**config.mk**
```make
export PLATFORM = sky130hd
export DESIGN_NAME = mem_arbiter
export DESIGN_NICKNAME = d
export VERILOG_FILES = /design/src/rtl/mem_arbiter_pkg.sv /design/src/rtl/mem_arb_grant.sv /design/src/rtl/mem_arbiter.sv
export SDC_FILE = /design/constraint.sdc
export NUM_CORES = 1
export LEC_CHECK = 0
export CORE_MARGIN = 2
export CORE_UTILIZATION = 51
export DETAILED_ROUTE_END_ITERATION = 8
export PLACE_DENSITY = 0.81
export SYNTH_ARGS = -nofsm -noshare
export SYNTH_HDL_FRONTEND = slang
export SYNTH_HIERARCHICAL = 1
export SYNTH_SLANG_ARGS = --single-unit
```
**constraint.sdc**
```tcl
create_clock -name clk -period 3.43 [get_ports clk]
set_input_delay 0.5145 -clock clk [delete_from_list [all_inputs] [get_ports clk]]
set_output_delay 0.5145 -clock clk [all_outputs]
set_load 0.05 [all_outputs]
```
**src/rtl/mem_arbiter_pkg.sv**
```systemverilog
// Shared types, constants and helpers for the byte-wide RAM port arbiter.
// Holds the FSM/size encodings and the I/O window address compare.
package mem_arbiter_pkg;

    typedef enum logic [1:0] {
        ST_IDLE = 2'd0,
        ST_RD   = 2'd1,
        ST_WR   = 2'd2,
        ST_DONE = 2'd3
    } state_e;

    typedef enum logic [1:0] {
        SZ_BYTE = 2'd0,
        SZ_HALF = 2'd1,
        SZ_WORD = 2'd2,
        SZ_RSVD = 2'd3
    } size_e;

    typedef enum logic {
        PORT_IF = 1'b0,
        PORT_LS = 1'b1
    } port_e;

    localparam logic [31:0] IO_BASE_DEFAULT = 32'h0003_0000;

    // Only the two UART registers sit behind the I/O buffer.
    function automatic logic is_io_addr(input logic [31:0] addr, input logic [31:0] base);
        return (addr == base) || (addr == base + 32'd4);
    endfunction

    // Reserved size code behaves as a word access.
    function automatic logic [2:0] size_bytes(input logic [1:0] size);
        case (size_e'(size))
            SZ_BYTE: return 3'd1;
            SZ_HALF: return 3'd2;
            default: return 3'd4;
        endcase
    endfunction

endpackage

```
**src/rtl/mem_arb_grant.sv**
```systemverilog
// Two-requester alternating grant (fetch vs load/store) with a blocking
// mask on the load/store side; remembers the last winner for fairness.
module mem_arb_grant
    import mem_arbiter_pkg::*;
(
    input  logic clk,
    input  logic rst_n,
    input  logic en_i,
    input  logic if_req_i,
    input  logic ls_req_i,
    input  logic ls_block_i,
    output logic gnt_if_o,
    output logic gnt_ls_o
);

    port_e last_q, last_d;
    logic  ls_ok;

    always_comb begin
        gnt_if_o = 1'b0;
        gnt_ls_o = 1'b0;
        last_d   = last_q;
        ls_ok    = ls_req_i && !ls_block_i;
        if (en_i) begin
            // On a tie the side that did not win last time goes first.
            if (ls_ok && (!if_req_i || last_q == PORT_IF)) begin
                gnt_ls_o = 1'b1;
                last_d   = PORT_LS;
            end else if (if_req_i) begin
                gnt_if_o = 1'b1;
                last_d   = PORT_IF;
            end
        end
    end

    always_ff @(posedge clk or negedge rst_n) begin
        if (!rst_n) begin
            last_q <= PORT_IF;
        end else begin
            last_q <= last_d;
        end
    end

endmodule

```
**src/rtl/mem_arbiter.sv**
```systemverilog
// Byte-serial sequencer for the shared RAM port: arbitrates fetch and
// load/store, splits accesses into byte cycles, reassembles little-endian data.
module mem_arbiter
    import mem_arbiter_pkg::*;
#(
    parameter int unsigned       ADDR_W  = 32,
    parameter logic [ADDR_W-1:0] IO_BASE = ADDR_W'(IO_BASE_DEFAULT)
) (
    input  logic              clk,
    input  logic              rst_n,
    input  logic              rdy,
    input  logic              clear,
    input  logic              if_req,
    input  logic [ADDR_W-1:0] if_addr,
    output logic              if_done,
    output logic [31:0]       if_data,
    input  logic              ls_req,
    input  logic              ls_we,
    input  logic [1:0]        ls_size,
    input  logic [ADDR_W-1:0] ls_addr,
    input  logic [31:0]       ls_wdata,
    output logic              ls_done,
    output logic [31:0]       ls_rdata,
    input  logic [7:0]        mem_din,
    output logic [7:0]        mem_dout,
    output logic [ADDR_W-1:0] mem_a,
    output logic              mem_wr,
    input  logic              io_buffer_full
);

    state_e            state_q, state_d;
    port_e             port_q, port_d;
    logic              we_q, we_d;
    logic [2:0]        n_q, n_d;
    logic [ADDR_W-1:0] addr_q, addr_d;
    logic [31:0]       wdata_q, wdata_d;
    logic [2:0]        idx_q, idx_d;
    logic              pend_q, pend_d;
    logic [31:0]       rbuf_q, rbuf_d;
    logic [31:0]       if_data_q, if_data_d;
    logic [31:0]       ls_rdata_q, ls_rdata_d;

    logic       grant_en;
    logic       gnt_if, gnt_ls;
    logic       ls_block;
    logic [2:0] addr_idx;

    assign grant_en = (state_q == ST_IDLE) && rdy && !clear;
    assign ls_block = ls_req && ls_we && io_buffer_full
                      && is_io_addr(32'(ls_addr), 32'(IO_BASE));

    mem_arb_grant u_grant (
        .clk        (clk),
        .rst_n      (rst_n),
        .en_i       (grant_en),
        .if_req_i   (if_req),
        .ls_req_i   (ls_req),
        .ls_block_i (ls_block),
        .gnt_if_o   (gnt_if),
        .gnt_ls_o   (gnt_ls)
    );

    // idx_q counts captured bytes; pend_q marks an address issued last cycle
    // with rdy high, so the byte being addressed now is idx_q + pend_q.
    assign addr_idx = idx_q + {2'b00, pend_q};

    always_comb begin
        state_d    = state_q;
        port_d     = port_q;
        we_d       = we_q;
        n_d        = n_q;
        addr_d     = addr_q;
        wdata_d    = wdata_q;
        idx_d      = idx_q;
        pend_d     = pend_q;
        rbuf_d     = rbuf_q;
        if_data_d  = if_data_q;
        ls_rdata_d = ls_rdata_q;
        mem_a      = '0;
        mem_dout   = '0;
        mem_wr     = 1'b0;
        if_done    = 1'b0;
        ls_done    = 1'b0;

        case (state_q)
            ST_IDLE: begin
                idx_d  = '0;
                pend_d = 1'b0;
                if (gnt_ls) begin
                    port_d  = PORT_LS;
                    we_d    = ls_we;
                    n_d     = size_bytes(ls_size);
                    addr_d  = ls_addr;
                    wdata_d = ls_wdata;
                    rbuf_d  = '0;
                    state_d = ls_we ? ST_WR : ST_RD;
                end else if (gnt_if) begin
                    port_d  = PORT_IF;
                    we_d    = 1'b0;
                    n_d     = 3'd4;
                    addr_d  = if_addr;
                    wdata_d = '0;
                    rbuf_d  = '0;
                    state_d = ST_RD;
                end
            end

            ST_RD: begin
                if (addr_idx < n_q) begin
                    mem_a = addr_q + ADDR_W'(addr_idx);
                end
                if (clear) begin
                    state_d = ST_IDLE;
                end else if (rdy) begin
                    if (pend_q) begin
                        rbuf_d[{idx_q[1:0], 3'b000} +: 8] = mem_din;
                        idx_d = idx_q + 3'd1;
                    end
                    pend_d = (addr_idx < n_q);
                    if (addr_idx == n_q) begin
                        state_d = ST_DONE;
                    end
                end else begin
                    // A stalled capture cycle invalidates the in-flight byte.
                    pend_d = 1'b0;
                end
            end

            ST_WR: begin
                mem_a    = addr_q + ADDR_W'(idx_q);
                mem_dout = wdata_q[{idx_q[1:0], 3'b000} +: 8];
                if (rdy) begin
                    mem_wr = 1'b1;
                    idx_d  = idx_q + 3'd1;
                    if (idx_q + 3'd1 == n_q) begin
                        state_d = ST_DONE;
                    end
                end
            end

            ST_DONE: begin
                if (clear && !we_q) begin
                    state_d = ST_IDLE;
                end else if (rdy) begin
                    if (port_q == PORT_IF) begin
                        if_done   = 1'b1;
                        if_data_d = rbuf_q;
                    end else begin
                        ls_done = 1'b1;
                        if (!we_q) begin
                            ls_rdata_d = rbuf_q;
                        end
                    end
                    state_d = ST_IDLE;
                end
            end

            default: state_d = ST_IDLE;
        endcase
    end

    assign if_data  = if_done ? rbuf_q : if_data_q;
    assign ls_rdata = (ls_done && !we_q) ? rbuf_q : ls_rdata_q;

    always_ff @(posedge clk or negedge rst_n) begin
        if (!rst_n) begin
            state_q    <= ST_IDLE;
            port_q     <= PORT_IF;
            we_q       <= 1'b0;
            n_q        <= '0;
            addr_q     <= '0;
            wdata_q    <= '0;
            idx_q      <= '0;
            pend_q     <= 1'b0;
            rbuf_q     <= '0;
            if_data_q  <= '0;
            ls_rdata_q <= '0;
        end else begin
            state_q    <= state_d;
            port_q     <= port_d;
            we_q       <= we_d;
            n_q        <= n_d;
            addr_q     <= addr_d;
            wdata_q    <= wdata_d;
            idx_q      <= idx_d;
            pend_q     <= pend_d;
            rbuf_q     <= rbuf_d;
            if_data_q  <= if_data_d;
            ls_rdata_q <= ls_rdata_d;
        end
    end

endmodule

```
==> reports/summary.txt, run 1 <==
status = complete, but fails checks
failing checks = negative setup slack
die width = 142.8 um
Post-synth EDFFs = 0
Fin. Hold Viols = 0
async set or reset register ratio after synthesis = 100.0%
Initial Util = 52.21%
Max VDD drop = 0.5686 mV
hpwl dp = 20230 um
synthesized area per cell = 9.920 sq um
Seq/Total Area, Yosys = 43.78%
r2r startpoint = idx_q[0]
unrepaired setup endpoints after global routing = true
dpl cells = 1451
Reg clk slew, reported paths = 0.07 ns
Total GRT Usage = 28.76%
Die Ht = 142.8 um
Residual DRC = 0
Worst Setup SP = pend_q
Finished Layout Cells = 1490
Ant. Diodes = 0
synth top area cells = dfrtp_1, mux2_2, nand2_1, mux2i_1, o21ai_0
flop and latch count out of synthesis = 172
Final #Nets = 1352
Power Density = 661.8 nW/um^2
post-layout util = 75.14%
worst-path maximum fanout = 4
Required @ worst endpoint = 2.92 ns
share of cells above drive strength 1 = 31.95%
core area = 18830 sq um
GPL Wtd Cong = 0.9284
Vias = 8806
post-synth top area cell = dfrtp_1
first-pass GRT wire length = 46320 um
H-tree depth = 4
Tcrit/Tclk final = 104.5%
Final Skew = 0.008319 ns
largest net degree at the start of global routing = 92
clk buf depth = 2
Via density = 5.910
root buffer cell = clkbuf_16
Final Cell Area = 14150 sq um
total grt overflow = 0
Synthesized Nets = 1126
CTS tree = built
cts bufs inserted = 17
clk_lat worst skew = 0.43 ns
top cell type's share of synthesized area = 43.78%
initial antenna violation count = 1
final WL = 28750 um
Die ar. = 20400 sq um
Post-DP Area = 13100 sq um
FMAX = 278.9 MHz
initial drt markers = 514
Netlist cell types = 76
cell count after synthesis = 991
Leak = 6.300 nW
WS Path Type = register to output pin
Max Cap Viol = 0
FP Rows = 50
Post-Syn Area = 9831 sq um
crit path DAT = 3.07 ns
Yosys warning count = 6
Slew @ Worst Pin = 1.144 ns
Post-synth top flop = dfrtp_1
Rel. slew slack = 23.63%
min-delay worst type = input port to async pin
Pre-antenna DRT Iters = 5
Min Hold Slack = 0.04790 ns
total power = 9.364 mW
I/O Buffers = 220
final setup vio count = 25
Synth-to-Final Area Change = 43.94%
min Tclk post-route = 3.586 ns
I/O pin count = 221
vias in the first global route = 8920
ANT nets after route = 0
clock sinks = 172
min setup slack post-route = -0.1557 ns
Final Max Tran Viols = 0
Setup crit end kind = output pin
type of origin of the critical path = register
DR WL/cell = 19.30 um
[synth_stat cells, drive strengths merged (3+ instances only)]
master and number:
nand2 176, dfrtp 172, mux2 128, o21ai 85, nand3 51, clkbuf 42, a21oi 35, mux2i 33
nor2 25, inv 24, buf 19, ha 19, and2 14, and3 14, nand4 12, nor3 11
a22o 10, a31oi 10, a41oi 10, nor4 9, mux4 8, o22ai 7, nand3b 6, a211oi 5
and4 5, nand2b 4, a2111oi 3, a22oi 3, nor2b 3, o221ai 3, or3 3, xor2 3
[worst paths after layout]
| check | slack [ns] | endpoint | cells after the start |
|---|---|---|---|
| max | -0.16 | mem_a[22] | 11 |
| min | 0.05 | if_data_q[6] | 1 |
| max reg2reg | 0.83 | rbuf_q[26] | 8 |
| min reg2reg | 0.46 | wdata_q[20] | 2 |
| max in group asynchronous | 2.51 | wdata_q[26] | 2 |
| min in group clk | 0.46 | wdata_q[20] | 2 |
[where the power goes]
part           switching, mW  leakage, nW  internal [mW]
Sequential             0.478         2.35           2.46
Combinational           2.66         3.67           1.88
Clock                  0.908        0.277          0.978
[critical path: stages (launching register included)]
cell	delay, ns
dfrtp_1	0.41
ha_4	0.18
ha_4	0.17
xor2_4	0.17
ha_4	0.29
nand3b_1	0.17
and3_4	0.23
buf_6	0.13
a22o_4	0.28
and3_4	0.18
o221a_4	0.28
buf_12	0.15
[per-layer routing]
| metal | part of all wire (%) | global-route usage (%) |
|---|---|---|
| met5 | 0.038 | 0 |
| met4 | 1.9 | 7.921 |
| met3 | 6.1 | 5.399 |
| met2 | 50 | 49.14 |
| met1 | 42 | 37.66 |
[timing repair]
| item | CTS | global route |
|---|---|---|
| setup buffers | 7 | 0 |
| pin swaps | 23 | 11 |
| gates cloned | 0 | 0 |
| hold buffers | 0 | 0 |
| setup endpoints to repair | 29 | 38 |
| resized for setup | 55 | 29 |
[cell families after synthesis]
| group | synth area share, % |
|---|---|
| AND/OR/NAND/NOR | 16.55 |
| XOR/XNOR | 0.5855 |
| AO/OA/AOI/OAI | 12.87 |
| buffers and inverters | 3.538 |
| flip-flops | 43.78 |
| multiplexers | 19.85 |
| adder cells (fa/ha/maj) | 2.826 |
[flip-flops by register name, indices dropped and copies added (netlist names)]
signal and cells:
addr_q 32, idx_q 3, if_data_q 32, ls_rdata_q 32, n_q 3, pend_q 1
port_q 1, rbuf_q 32, state_q 2, u_grant/last_q 1, wdata_q 32, we_q 1
[final cells by class]
class / count / area, sq um
Clock buffer: 18 / 439.2
Clock inverter: 14 / 127.6
Fill cell: 1288 / 4681
Inverter: 24 / 90.09
Multi-Input combinational cell: 734 / 5712
Sequential cell: 172 / 4304
Tap cell: 260 / 325.3
Timing Repair Buffer: 268 / 3152
[cells in the final DEF, fill, tap and decap left out, types with 7 or more instances in the layout]
master	instances
a21oi_1	19
a21oi_2	8
a21oi_4	8
a22o_1	8
a31oi_1	9
a41oi_1	8
and2_1	14
and3_1	12
buf_12	63
buf_4	75
clkbuf_16	18
clkdlybuf4s50_1	123
dfrtp_1	172
ha_1	13
inv_1	21
mux2_2	124
mux2i_1	33
mux4_2	8
nand2_1	172
nand3_1	50
nand4_1	11
nor2_1	23
nor3_1	9
nor4_1	7
o21ai_0	61
o21ai_1	14
[stage by stage]
step | worst slack [ns] | setup TNS, ns
after floorplan | -0.08161 | -0.1218
after global placement | 0.1094 | 0
after detailed placement | 0.04389 | 0
after CTS | -0.09778 | -0.6503
after global routing | -0.2175 | -3.982
final | -0.1557 | -1.652
Note: power is estimated with default switching activity, not from simulation.
==> run 2: changes to the inputs <==
--- a/config.mk
+++ b/config.mk
@@ -7,6 +7,7 @@
 export LEC_CHECK = 0
 export CORE_MARGIN = 2
 export CORE_UTILIZATION = 51
+export CTS_CLUSTER_DIAMETER = 80
 export DETAILED_ROUTE_END_ITERATION = 8
 export PLACE_DENSITY = 0.81
 export SYNTH_ARGS = -nofsm -noshare
==> results of run 2 <==
The final DEF is identical to that of run 1; final timing and power are the same.
